File: config.mk
export PLATFORM = sky130hd
export DESIGN_NAME = aes_key_expand_ctrl
export DESIGN_NICKNAME = d
export VERILOG_FILES = /design/src/rtl/aes_key_expand_ctrl.sv
export SDC_FILE = /design/constraint.sdc
export NUM_CORES = 1
export LEC_CHECK = 0
export BUFFER_PORTS_ARGS = -buffer_cell sky130_fd_sc_hd__buf_2
export CAP_MARGIN = 20
export CORE_ASPECT_RATIO = 1.25
export CORE_UTILIZATION = 40
export DETAILED_ROUTE_END_ITERATION = 7
export GPL_ROUTABILITY_DRIVEN = 0
export GPL_TIMING_DRIVEN = 0
export PLACE_DENSITY = 0.61
export REMOVE_ABC_BUFFERS = 1
export SYNTH_ARGS = -nofsm -noshare
export SYNTH_HDL_FRONTEND = slang
export SYNTH_SLANG_ARGS = --single-unit
File: constraint.sdc
create_clock -name clk -period 2.3 [get_ports clk]
set_input_delay 0.115 -clock clk [delete_from_list [all_inputs] [get_ports clk]]
set_output_delay 0.115 -clock clk [all_outputs]
set_load 0.05 [all_outputs]
File: src/rtl/aes_key_expand_ctrl.sv
// AES-128 key schedule sequencer sharing one external SubWord unit; streams rk0..rk10.
// Optional round-key store with read port: define AES_KEY_EXP_STORE_EN.
module aes_key_expand_ctrl #(
  parameter int SB_LAT = 0,
  parameter int NR     = 10
) (
  input  logic         clk,
  input  logic         rst_n,
  input  logic         key_valid,
  input  logic [127:0] key_in,
  output logic         busy,
  output logic         sb_start,
  output logic [31:0]  sb_w,
  input  logic [31:0]  sb_wi,
  output logic         rk_valid,
  output logic [3:0]   rk_idx,
  output logic [127:0] rk_data,
  output logic         done
`ifdef AES_KEY_EXP_STORE_EN
  ,
  input  logic [3:0]   rk_rd_idx,
  output logic [127:0] rk_rd_data
`endif
);

  // state | meaning
  // IDLE  | waiting for key_valid
  // SUB   | SubWord request issued (sb_start high)
  // WAIT  | SubWord latency, request held
  // ROUND | compute next round key from sb_q
  // FIN   | done pulse, busy still high; key_valid ignored here
  typedef enum logic [2:0] {IDLE, SUB, WAIT, ROUND, FIN} state_t;

  localparam logic [1:0] CNT_LAST = (SB_LAT == 0) ? 2'd0 : 2'(SB_LAT - 1);
  localparam logic [3:0] LAST_RND = 4'(NR);

  function automatic logic [31:0] rot_word(input logic [31:0] w);
    return {w[23:0], w[31:24]};
  endfunction

  state_t        state, state_nxt;
  logic [127:0]  w, w_nxt;
  logic [3:0]    round, round_nxt;
  logic [7:0]    rcon, rcon_nxt;
  logic [1:0]    cnt, cnt_nxt;
  logic [31:0]   sb_q, sb_q_nxt;
  logic          busy_nxt, sb_start_nxt, rk_valid_nxt, done_nxt;
  logic [31:0]   sb_w_nxt;
  logic [3:0]    rk_idx_nxt;
  logic [127:0]  rk_data_nxt;

  logic [31:0]   t, w0n, w1n, w2n, w3n;
  logic [3:0]    round_inc;
  logic [7:0]    rcon_x;

  assign t         = sb_q ^ {rcon, 24'h0};
  assign w0n       = w[127:96] ^ t;
  assign w1n       = w[95:64] ^ w0n;
  assign w2n       = w[63:32] ^ w1n;
  assign w3n       = w[31:0] ^ w2n;
  assign round_inc = round + 4'd1;
  assign rcon_x    = {rcon[6:0], 1'b0} ^ (rcon[7] ? 8'h1b : 8'h00);

  always_comb begin
    state_nxt    = state;
    w_nxt        = w;
    round_nxt    = round;
    rcon_nxt     = rcon;
    cnt_nxt      = cnt;
    sb_q_nxt     = sb_q;
    busy_nxt     = busy;
    sb_start_nxt = 1'b0;
    sb_w_nxt     = sb_w;
    rk_valid_nxt = 1'b0;
    rk_idx_nxt   = rk_idx;
    rk_data_nxt  = rk_data;
    done_nxt     = 1'b0;
    case (state)
      IDLE: begin
        if (key_valid) begin
          w_nxt        = key_in;
          rk_valid_nxt = 1'b1;
          rk_idx_nxt   = 4'd0;
          rk_data_nxt  = key_in;
          busy_nxt     = 1'b1;
          rcon_nxt     = 8'h01;
          round_nxt    = 4'd0;
          sb_start_nxt = 1'b1;
          sb_w_nxt     = rot_word(key_in[31:0]);
          state_nxt    = SUB;
        end
      end
      SUB: begin
        if (SB_LAT == 0) begin
          sb_q_nxt  = sb_wi;
          state_nxt = ROUND;
        end else begin
          sb_start_nxt = 1'b1;
          cnt_nxt      = 2'd0;
          state_nxt    = WAIT;
        end
      end
      WAIT: begin
        if (cnt == CNT_LAST) begin
          sb_q_nxt  = sb_wi;
          state_nxt = ROUND;
        end else begin
          sb_start_nxt = 1'b1;
          cnt_nxt      = cnt + 2'd1;
        end
      end
      ROUND: begin
        w_nxt        = {w0n, w1n, w2n, w3n};
        round_nxt    = round_inc;
        rk_valid_nxt = 1'b1;
        rk_idx_nxt   = round_inc;
        rk_data_nxt  = {w0n, w1n, w2n, w3n};
        rcon_nxt     = rcon_x;
        if (round_inc == LAST_RND) begin
          done_nxt  = 1'b1;
          state_nxt = FIN;
        end else begin
          sb_start_nxt = 1'b1;
          sb_w_nxt     = rot_word(w3n);
          state_nxt    = SUB;
        end
      end
      FIN: begin
        busy_nxt  = 1'b0;
        state_nxt = IDLE;
      end
      default: state_nxt = IDLE;
    endcase
  end

  always_ff @(posedge clk or negedge rst_n) begin
    if (!rst_n) begin
      state    <= IDLE;
      w        <= '0;
      round    <= '0;
      rcon     <= 8'h01;
      cnt      <= '0;
      sb_q     <= '0;
      busy     <= 1'b0;
      sb_start <= 1'b0;
      sb_w     <= '0;
      rk_valid <= 1'b0;
      rk_idx   <= '0;
      rk_data  <= '0;
      done     <= 1'b0;
    end else begin
      state    <= state_nxt;
      w        <= w_nxt;
      round    <= round_nxt;
      rcon     <= rcon_nxt;
      cnt      <= cnt_nxt;
      sb_q     <= sb_q_nxt;
      busy     <= busy_nxt;
      sb_start <= sb_start_nxt;
      sb_w     <= sb_w_nxt;
      rk_valid <= rk_valid_nxt;
      rk_idx   <= rk_idx_nxt;
      rk_data  <= rk_data_nxt;
      done     <= done_nxt;
    end
  end

`ifdef AES_KEY_EXP_STORE_EN
  logic [127:0] store [0:10];

  // Written from the registered rk outputs, so a same-cycle read sees the old entry.
  always_ff @(posedge clk or negedge rst_n) begin
    if (!rst_n) begin
      for (int i = 0; i < 11; i++) store[i] <= '0;
      rk_rd_data <= '0;
    end else begin
      if (rk_valid && (rk_idx <= 4'd10)) store[rk_idx] <= rk_data;
      rk_rd_data <= (rk_rd_idx <= 4'd10) ? store[rk_rd_idx] : '0;
    end
  end
`endif

endmodule
# Word level (Yosys, flattened, before mapping)
# Cells that the tools add are included.
# totals
register_bits,213
input_bits,163
output_inout_bits,168
elab_cells,64
# op_classes
n_addsub,2
eq_ne,8
mux,25
n_bitwise,7
reduce_logical,11
# op_table
operator,count
one-hot mux 128 bit (2 select lines),1
bitwise XOR 32 bit,5
two-way mux 128 bit,1
one-hot mux 32 bit (2 select lines),2
two-way mux 32 bit,3
one-hot mux 8 bit (2 select lines),1
one-hot mux 3 bit (4 select lines),1
AND reduction 2 bit,5
two-way mux 3 bit,3
two-way mux 8 bit,1
one-hot mux 4 bit (2 select lines),1
bitwise XOR 8 x 5 -> 8 bit,1
"== test 3 x 2 -> 1 bit, second input constant",2
two-way mux 1 bit,6
"inequality test 2 bit, second input constant",3
nonzero test 2 bit,3
two-way mux 5 bit,1
"adder 4 x 1 -> 4 bit, second input constant",1
"== test 4 bit, second input constant",1
two-way mux 4 bit,1
one-hot mux 1 bit (2 select lines),2
"== test 3 x 1 -> 1 bit, second input constant",1
"== test 3 bit, second input constant",1
logical NOT 3 bit,1
other kinds (5),5

# Logic depth before layout (Yosys ltp)
# logic_depth
depth_word,7
depth_mapped,9
depth_no_buf,6

# Least setup slack after synthesis
# OpenSTA, ideal clock, no wires.
# synth_timing
path_type,register -> register
start,register round[0]
end,register sb_w[21]
setup_time_ns,0.141
arrival_ns,2.047
required_time_ns,2.159
slack_ns,0.111
stages_incl_launch_ff,7
n_path_buf,1
period_less_slack_ns,2.189
cell_sequence,dfrtp_1 > ha_1 > nor2_1 > and2_1 > o21ai_1 > clkbuf_1 > a221oi_1
# synth_via
elab_chain_cells,4
# synth_rtl
element,line_no,source
from (decl),43,"logic [3:0] round, round_nxt;"
from (signal assigned),154,round <= round_nxt;
adder 4 x 1 -> 4 bit,61,assign round_inc = round + 4'd1;
== test 4 bit,119,if (round_inc == LAST_RND) begin
inequality test 2 bit (no line),n/a,
AND reduction 3 bit (no line),n/a,
to (signal assigned),160,sb_w <= sb_w_nxt;
to (decl),13,"output logic [31:0] sb_w,"
# Every way passes these cells.
# A chain may end at the register's enable or synchronous reset.

# Worst setup path after layout
# layout_timing
start,register state[0]
end,register w[121]
# layout_via
elab_chain_cells,3
word_cells_on_any_way,6
cone_classes,eq/ne (2); mux (1); reduce/logical (3)
# layout_rtl
element,line_no,source
from (decl),41,"state_t state, state_nxt;"
from (signal assigned),152,state <= state_nxt;
== test 3 x 2 -> 1 bit or logical NOT 3 bit (tied branches),78,case (state)
nonzero test 2 bit (no line) or inequality test 2 bit (tied branches),n/a,
AND reduction 2 bit (no line),n/a,
to (signal assigned),153,w <= w_nxt;
to (decl),42,"logic [127:0] w, w_nxt;"
# Parallel ways exist; a longest one is shown, timed or not.

==> metrics.yaml <==
drt_iter0_drc: 461
drv_slew: 0
start_util_pct: 41.0
gr-usage-all-layers_pct: 25.2
rows: 68
cts_sinks: 213
coreArea_sq_mm: 0.0278
vias: 10744
yosysTopAreaCellShare_pct: 46.5
reg2reg_to: "w[121]"
dp.cells: 1813
r2r_slack_ps: 110
stdcell_count: 2038
final_cell_mix: "329 x buf_2, 209 x dfrtp_1, 175 x nand2_1, 162 x dlygate4sd3_1, 133 x nor2_1"
cp_data_required_time_ps: 2710
placed_area_sq_mm: 0.0135
firstDrtPassIters: 5
crit_family: "buffers and inverters"
synth_area_sq_mm: 0.0114
synth-warning-count: 0
ys_seq_elements: 213
crit_path_max_incr_delay_ps: 470
numCtsBuffers: 24
fin_util_pct: 58.2
grt_util_met1_pct: 30.7
wire_per_inst_um: 18.2
die_area_sq_mm: 0.0292
drc: 0
synth_cells: 1192
cts_tree: "done"
cts-root-buf: "clkbuf_16"
dp_hpwl_um: 22800
final.min_clock_period_ps: 2190
hold_viol_final: 0
cts.clk_slew.worst_paths_ps: 60
finish.instance_area_sq_mm: 0.0162
antenna_found_initial: 1
maxSlewHeadroom_pct: 46.3
worstMarginPinSlew_ps: 806
final_net_count: 1834
worstRegToRegCells: 9
grt_overflow: 0
rsz0062_at_grt: "true"
grt_pass1_wl_um: 58700
status: "finished, final reports clean"
area_delta_synth_final_pct: 42.0
layout_commonest_cell: "buf_2"
cts_buffer_depth: 3
regToRegStartpoint: "state[0]"
yosysTopAreaCell: "dfrtp_1"
grt_max_degree: 94
dieHeight_um: 191
wl_um: 37100
path_buf_inv: 5
clock_latency_ps: 520
criticalPathCategory: "reg -> reg"
fmax_mhz: 457
io_buffers: 330
syn-mean-instance-area_sq_um: 9.57
drv_cap: 0
clock-skew-final_ps: 11.0
synth_area_leaders: "dfrtp_1 47%, xnor2_1 7.8%, nand2_1 5.8%, xnor3_1 4.9%, nor2_1 4.4%"
first_global_vias: 11003
grt_util_met2_pct: 45.2
ys_seq_area_share_pct: 46.7
setup_violations: 0
worst_setup_path_end_kind: "flop"
io_pins: 331
cp_data_arrival_time_ps: 2590
die-width_um: 153
period_share_pct: 95.2
grt_busiest_layer: "met2"
hold_class: "in -> async"
drt-vias-per-instance: 5.27
path_cells: "nor4b_4, buf_4, buf_6, buf_8, nor2_4, inv_8, buf_16, a21oi_1, a211oi_1"
final_antenna_net_count: 0
crit_path_top_delay_cell: "dfrtp_2"
htreeDepth: 1
crit_fanout: 18
drive_gt1_share_pct: 26.5
gr-usage-met3_pct: 3.55
ys_types: 42
cp-start-kind: "flop"
[routing by layer]
layer	share of wire, %	wire length (um)
met4	3.2	1170
met3	5.4	2010
met5	0	0
met2	51	18900
met1	40	15000
[what timing repair did]
| action | in CTS | in global routing |
|---|---|---|
| setup buffers | 10 | 1 |
| setup endpoints to repair | 100 | 25 |
| pin swaps | 3 | 1 |
| gates resized for setup | 11 | 2 |
| hold buffers | 162 | 0 |
| endpoints found under the hold margin | 405 | 0 |
| gates cloned | 4 | 1 |
[cell usage after synthesis, drive strengths merged]
library cell,count
xor2,39
nor3,3
mux2,32
inv,60
a21o,1
a31oi,59
nand3,40
nand2b,3
xnor2,101
dfstp,1
a21oi,70
xnor3,25
o21ai,60
nand2,175
buf,46
a311oi,25
and2,2
ha,3
o21a,8
clkbuf,31
nor2,134
o221a,7
a21bo,1
dfrtp,212
and3b,1
nand4,1
nor4b,1
or4b,1
a221oi,32
o22ai,1
a211oi,7
and3,7
nand3b,3
[cell type report]
type	instances	area [sq um]
Clock inverter	6	55.1
Fill cell	2452	11600
Timing Repair Buffer	523	3830
Clock buffer	38	744
Timing Repair inverter	1	6.26
Inverter	60	233
Multi-Input combinational cell	845	5550
Antenna cell	2	5.00
Sequential cell	213	5340
Tap cell	350	438
[cell families (layout without fill, tap and decap cells)]
logic type               count (synthesis)  after routing  share of synthesized area, %
adder cells (fa/ha/maj)                  3              3                         0.329
flip-flops                             213            213                          46.7
buffers and inverters                  137            628                          5.39
other                                    0              2                             0
AND/OR/NAND/NOR                        371            374                          13.5
multiplexers                            32             32                          3.16
AO/OA/AOI/OAI                          271            271                          15.2
XOR/XNOR                               165            165                          15.7
[stage by stage]
stage | setup TNS, ps | hold slack (ps) | setup WS, ps
5_1_grt | -20.6 | 67.8 | -20.6
3_3_place_gp | -1313080 | 335 | -6000
4_1_cts | 0 | 39.4 | 55.6
3_5_place_dp | -73310 | -0.891 | -962
6_report | 0 | 59.6 | 111
2_1_floorplan | -173550 | -181 | -1410
[worst register-to-register path: stages (launching register included)]
cell	delay, ps
dfrtp_2	470
nor4b_4	260
buf_4	170
buf_6	190
buf_8	190
nor2_4	90
inv_8	180
buf_16	200
a21oi_1	80
a211oi_1	250
[worst max path at each step]
stage | from | end | slack (ps) | cells past startpoint
5_1_grt | state[0] | w[121] | -20 | 9
3_3_place_gp | state[1] | sb_w[27] | -6000 | 3
4_1_cts | state[0] | w[56] | 60 | 8
6_report | state[0] | w[121] | 110 | 9
3_5_place_dp | state[1] | w[121] | -960 | 8
2_1_floorplan | state[0] | w[56] | -1410 | 5
[registers in the layout, summed over array words and instances (netlist names)]
| register | count |
|---|---|
| done | 1 |
| sb_w | 32 |
| rcon | 8 |
| state | 3 |
| rk_valid | 1 |
| w | 128 |
| sb_start | 1 |
| sb_q | 32 |
| busy | 1 |
| cnt | 2 |
| round | 4 |
Power is not shown: default switching activity piles up to over one toggle a cycle in this logic, so the estimate is an artifact.
